--- src/rtl/brief_pkg.sv ---
// Shared constants and sizing helpers for the binary-descriptor builder.
// Latency: n/a (package only).
// Backpressure: n/a (package only).
package brief_pkg;

    localparam int DEF_DATA_W    = 8;
    localparam int DEF_LANES     = 8;
    localparam int DEF_DESC_BITS = 256;

    // Number of beats that make up one descriptor.
    function automatic int brief_beats(input int desc_bits, input int lanes);
        return desc_bits / lanes;
    endfunction

    // Width of the beat counter; never narrower than one bit.
    function automatic int brief_cnt_w(input int desc_bits, input int lanes);
        int beats;
        beats = desc_bits / lanes;
        return (beats < 2) ? 1 : $clog2(beats);
    endfunction

endpackage

--- src/rtl/brief_lane_cmp.sv ---
// LANES parallel unsigned strict-less-than comparators (x < y) for one beat.
// Latency: purely combinational.
// Backpressure: none; evaluates whatever is on its inputs.
// Ports: x, y (LANES packed samples), bits (one test bit per lane),
//        pop (popcount of bits, only when BRIEF_WEIGHT_EN is defined).
module brief_lane_cmp
    import brief_pkg::*;
#(
    parameter int DATA_W = DEF_DATA_W,
    parameter int LANES  = DEF_LANES
) (
    input  logic [LANES*DATA_W-1:0]     x,
    input  logic [LANES*DATA_W-1:0]     y,
`ifdef BRIEF_WEIGHT_EN
    output logic [$clog2(LANES+1)-1:0]  pop,
`endif
    output logic [LANES-1:0]            bits
);

    always_comb begin
        bits = '0;
        for (int i = 0; i < LANES; i++) begin
            // Equal samples deliberately give 0.
            bits[i] = (x[i*DATA_W +: DATA_W] < y[i*DATA_W +: DATA_W]);
        end
    end

`ifdef BRIEF_WEIGHT_EN
    localparam int PW = $clog2(LANES+1);

    always_comb begin
        pop = '0;
        for (int i = 0; i < LANES; i++) begin
            pop = pop + PW'(bits[i]);
        end
    end
`endif

endmodule

--- src/rtl/brief_descriptor.sv ---
// Streaming builder: LANES compare bits per beat packed into a DESC_BITS descriptor.
// Latency: descriptor valid one cycle after the final beat; one beat per cycle sustained.
// Backpressure: in_ready drops only when the final beat would overwrite an unconsumed descriptor.
// Ports: clk/rst (async active-high), in_valid/in_ready/in_x/in_y/in_last beat input,
//        desc_valid/desc_ready/desc_out descriptor output, err framing-error pulse,
//        desc_weight popcount of desc_out (only when BRIEF_WEIGHT_EN is defined).
module brief_descriptor
    import brief_pkg::*;
#(
    parameter int DATA_W    = DEF_DATA_W,
    parameter int LANES     = DEF_LANES,
    parameter int DESC_BITS = DEF_DESC_BITS
) (
    input  logic                           clk,
    input  logic                           rst,
    input  logic                           in_valid,
    output logic                           in_ready,
    input  logic [LANES*DATA_W-1:0]        in_x,
    input  logic [LANES*DATA_W-1:0]        in_y,
    input  logic                           in_last,
    output logic                           desc_valid,
    input  logic                           desc_ready,
    output logic [DESC_BITS-1:0]           desc_out,
`ifdef BRIEF_WEIGHT_EN
    output logic [$clog2(DESC_BITS+1)-1:0] desc_weight,
`endif
    output logic                           err
);

    localparam int BEATS = brief_beats(DESC_BITS, LANES);
    localparam int CNT_W = brief_cnt_w(DESC_BITS, LANES);
    localparam logic [CNT_W-1:0] LAST_BEAT = CNT_W'(BEATS-1);

    if ((DESC_BITS % LANES) != 0 || BEATS < 2) begin : g_bad_cfg
        $error("brief_descriptor: DESC_BITS must be a multiple of LANES with at least 2 beats");
    end

    logic [CNT_W-1:0]     beat_cnt;
    logic [DESC_BITS-1:0] acc;
    logic [DESC_BITS-1:0] acc_merged;
    logic [LANES-1:0]     beat_bits;
    logic                 last_slot;
    logic                 accept;
    logic                 frame_err;
    logic                 final_beat;

`ifdef BRIEF_WEIGHT_EN
    localparam int WW = $clog2(DESC_BITS+1);
    logic [$clog2(LANES+1)-1:0] beat_pop;
    logic [WW-1:0]              wacc;
    logic [WW-1:0]              wacc_next;
`endif

    brief_lane_cmp #(
        .DATA_W (DATA_W),
        .LANES  (LANES)
    ) u_cmp (
        .x      (in_x),
        .y      (in_y),
`ifdef BRIEF_WEIGHT_EN
        .pop    (beat_pop),
`endif
        .bits   (beat_bits)
    );

    assign last_slot = (beat_cnt == LAST_BEAT);

    // Depends only on registered state and desc_ready, never on in_valid.
    assign in_ready   = !(desc_valid && last_slot && !desc_ready);
    assign accept     = in_valid && in_ready;
    assign frame_err  = accept && (in_last != last_slot);
    assign final_beat = accept && in_last && last_slot;

    // acc with the current beat's slice written in; feeds both acc and desc_out.
    always_comb begin
        acc_merged = acc;
        for (int b = 0; b < BEATS; b++) begin
            if (beat_cnt == CNT_W'(b)) begin
                acc_merged[b*LANES +: LANES] = beat_bits;
            end
        end
    end

    always_ff @(posedge clk or posedge rst) begin
        if (rst) begin
            beat_cnt   <= '0;
            acc        <= '0;
            desc_out   <= '0;
            desc_valid <= 1'b0;
            err        <= 1'b0;
        end else begin
            err <= frame_err;

            if (frame_err) begin
                // Drop the partial descriptor; pending output is untouched.
                beat_cnt <= '0;
                acc      <= '0;
            end else if (final_beat) begin
                beat_cnt <= '0;
                acc      <= '0;
                desc_out <= acc_merged;
            end else if (accept) begin
                beat_cnt <= beat_cnt + CNT_W'(1);
                acc      <= acc_merged;
            end

            // A completing descriptor wins over a same-cycle consume.
            if (final_beat) begin
                desc_valid <= 1'b1;
            end else if (desc_ready) begin
                desc_valid <= 1'b0;
            end
        end
    end

`ifdef BRIEF_WEIGHT_EN
    assign wacc_next = wacc + WW'(beat_pop);

    always_ff @(posedge clk or posedge rst) begin
        if (rst) begin
            wacc        <= '0;
            desc_weight <= '0;
        end else if (frame_err) begin
            wacc <= '0;
        end else if (final_beat) begin
            wacc        <= '0;
            desc_weight <= wacc_next;
        end else if (accept) begin
            wacc <= wacc_next;
        end
    end
`endif

endmodule

--- config.mk ---
export PLATFORM = sky130hd
export DESIGN_NAME = brief_descriptor
export DESIGN_NICKNAME = d
export VERILOG_FILES = /design/src/rtl/brief_pkg.sv /design/src/rtl/brief_lane_cmp.sv /design/src/rtl/brief_descriptor.sv
export SDC_FILE = /design/constraint.sdc
export NUM_CORES = 1
export LEC_CHECK = 0
export ABC_CLOCK_PERIOD_IN_PS = 24200
export BUFFER_PORTS_ARGS = -buffer_cell sky130_fd_sc_hd__clkbuf_2
export CELL_PAD_IN_SITES_DETAIL_PLACEMENT = 1
export CELL_PAD_IN_SITES_GLOBAL_PLACEMENT = 1
export CORE_ASPECT_RATIO = 1.4
export CORE_MARGIN = 2
export CORE_UTILIZATION = 45
export CTS_CLUSTER_SIZE = 12
export DETAILED_ROUTE_END_ITERATION = 8
export PLACE_DENSITY_LB_ADDON = 0.12
export SLEW_MARGIN = 25
export SYNTH_ARGS = -nofsm -noshare
export SYNTH_HDL_FRONTEND = slang
export SYNTH_SLANG_ARGS = --single-unit
--- constraint.sdc ---
create_clock -name clk -period 24.2 [get_ports clk]
set_input_delay 4.84 -clock clk [delete_from_list [all_inputs] [get_ports clk]]
set_output_delay 4.84 -clock clk [all_outputs]
set_load 0.02 [all_outputs]
==> impl_metrics.toml <==
[status]
outcome = "finished, final reports clean"

[global_route]
overflow = 0
grt.total_usage = 0.3065
grt_pass1_vias = 20040
grt_max_degree = 148
grt_pass1_wl_um = 124700
antenna_found_initial = 1

[critical_path]
timing.critical_path.from = "desc_ready"
criticalPathCategory = "input port to output port"
r2r_cells = 9
worst-endpoint-arrival_ns = 6.09
crit_path_end = "in_ready"
timing.critical_path.mode_cell = "clkbuf_2"
reg2reg_slack_ns = 19.21
worst-path-stages = 4
reg2reg_to = "desc_out[24]$_DFFE_PP0P_"
cp.buffers_inverters = 3
cp.required_ns = 19.36
crit_fanout = 33
cpPeakStageDelay_ns = 0.66
cp-end-kind = "output port"
path_delay_family = "buffers and inverters"
crit_chain = "clkbuf_2 -> nand3b_1 -> buf_4 -> clkbuf_2"
crit_slowest_cell = "buf_4"
start_kind = "input port"
timing.rr.start = "beat_cnt[0]$_DFFE_PP0P_"

[routing]
vias_per_cell = 6.434
ant_nets = 0
wire_per_inst_um = 27.70
dr.pass1.iters = 5
drt_drc_violations_left = 0
vias = 18740
drt_iter0_markers = 1240
wl_um = 80660

[sta]
timing.hold.ws_ns = 0.4814
tightest_slew_ns = 1.107
max_freq_mhz = 91.49
setup_tns_ns = 0
fin_crit_sh = 0.4517
maxSlewHeadroom = 0.2591
clock_skew_ns = 0.03592
setup_viol = 0
hold_viol = 0
period_minus_slack_ns = 10.93
slew_viol_final = 0
rsz0062_at_grt = "no"

[pwr]
p_leak_nw = 13.67
power.density_nw_per_um2 = 66.30
ir_drop_mv = 0.05841
total_power_mw = 1.780

[logic_synthesis]
yosysWarnings = 0
yosysTopAreaCell = "dfrtp_1"
yosysMostFrequentCell = "dfrtp_1"
synth.distinct_cells = 51
async_flop_share = 1.000
syn_area_per_cell_sq_um = 11.67
netlist.area_leader.share = 0.5581
synth_area_leaders = "dfrtp_1 (56%), a221o_1 (6.8%), a22o_1 (6.0%), and3_1 (4.3%), ha_1 (3.4%)"
synth_nets = 2159
synth_common_cells = "dfrtp_1 (511), a22o_1 (156), and3_1 (156)"
synthCells = 1964
synth-edff-count = 0
yosysSeqAreaShare = 0.5581
synth.cell_area_sq_um = 22910
ys_ff_latch = 511
synthFlopType = "dfrtp_1"

[clocking]
clock-root-buffer = "clkbuf_16"
clock_sinks = 511
cts_tree = "built"
clkTransAtPathRegs_ns = 0.06
cts_resized = 0
cts_setup_buffers = 0
hold_buffers = 0
cts_buffer_depth = 3
htreeDepth = 2
clock_latency_ns = 0.60
cts_buffers = 51

[place]
gp_congestion = 0.7893
io_buffer_count = 391
place_hpwl_um = 49150
placed_area_sq_um = 25280

[floorplanning]
die_w_um = 194.7
io_pins = 392
initial_utilization = 0.4571
coreArea_sq_um = 50120
die_area_sq_um = 52760
die_h_um = 271.0
std_cell_rows = 97

[final_layout]
area_growth_pct = 17.15
fill_cells = 5339
finalNetCount = 2438
antenna_cells = 0
layout-drive-gt1-share = 0.2618
finalInstanceArea_sq_um = 26840

[job]
cap_violations = 0

[worst_hold_path]
hold_path.class = "register to register"
## worst min-delay path by stage
stage | startpoint | to | depth (start not counted)
6_report | acc[229]$_DFFE_PP0P_ | acc[229]$_DFFE_PP0P_ | 2
4_1_cts | acc[228]$_DFFE_PP0P_ | acc[228]$_DFFE_PP0P_ | 2
3_5_place_dp | acc[110]$_DFFE_PP0P_ | acc[110]$_DFFE_PP0P_ | 2
2_1_floorplan | acc[100]$_DFFE_PP0P_ | acc[100]$_DFFE_PP0P_ | 2
5_1_grt | acc[0]$_DFFE_PP0P_ | acc[0]$_DFFE_PP0P_ | 1
3_3_place_gp | acc[118]$_DFFE_PP0P_ | acc[118]$_DFFE_PP0P_ | 2
## routing by layer
layer	vias up	wire length, um	global-route usage
met2	684	40950	0.5351
met5	-	11	0
met3	162	4748	0.04301
li1	8052	-	-
met1	9835	32340	0.3894
met4	2	2611	0.1075
## registers in the layout (all words and copies together) (netlist names)
signal,cells
acc,248
desc_out,256
desc_valid,1
beat_cnt,5
err,1
## cell usage in the layout, fill, tap and decap left out, types with 23 or more instances in the layout
cell type	n
a221o_1	155
a22o_1	156
a22oi_1	93
and3_1	156
buf_4	37
clkbuf_16	52
clkbuf_2	390
dfrtp_1	508
ha_1	62
inv_1	59
nand2_1	113
nor3_1	31
o211ai_2	23
o21ai_0	110
o31ai_1	93
## through the flow
stage | instances | utilization | setup WS, ns
detailed placement | 2832 | 0.5043 | 13.29
CTS | 2911 | 0.5345 | 13.30
floorplan | 1964 | - | 5.089
global route | 2912 | 0.5355 | 13.26
global placement | 2832 | 0.5040 | 13.29
finish | 2912 | 0.5355 | 13.27
## worst min-delay path, cell delays in order (launching register included)
cell     delay, ns
dfrtp_1       0.34
nand2_1       0.05
o21ai_0       0.06
## cell type report
type,count,area [sq um],share of cell area
clock buffers,73,1470,0.05477
clock inverters,6,45.04,0.001678
inverters,61,236.5,0.008810
multi-input cells,1188,9206,0.3430
flip-flops and latches,511,12790,0.4765
well taps,643,804.5,0.02997
repair buffers,430,2288,0.08526
## report_power, final
| group | total, mW | internal (mW) | switching [mW] |
|---|---|---|---|
| sequential | 0.868 | 0.863 | 0.00499 |
| clock | 0.748 | 0.417 | 0.332 |
| combinational | 0.163 | 0.0412 | 0.122 |
## logic make-up after synthesis
family	synth area share
compound gates	0.2461
flops	0.5581
simple gates	0.1099
buf+inv	0.04844
fa+ha+maj	0.03386
mux	0.002894
xor+xnor	0.0007647
(Power assumes the default switching activity.)
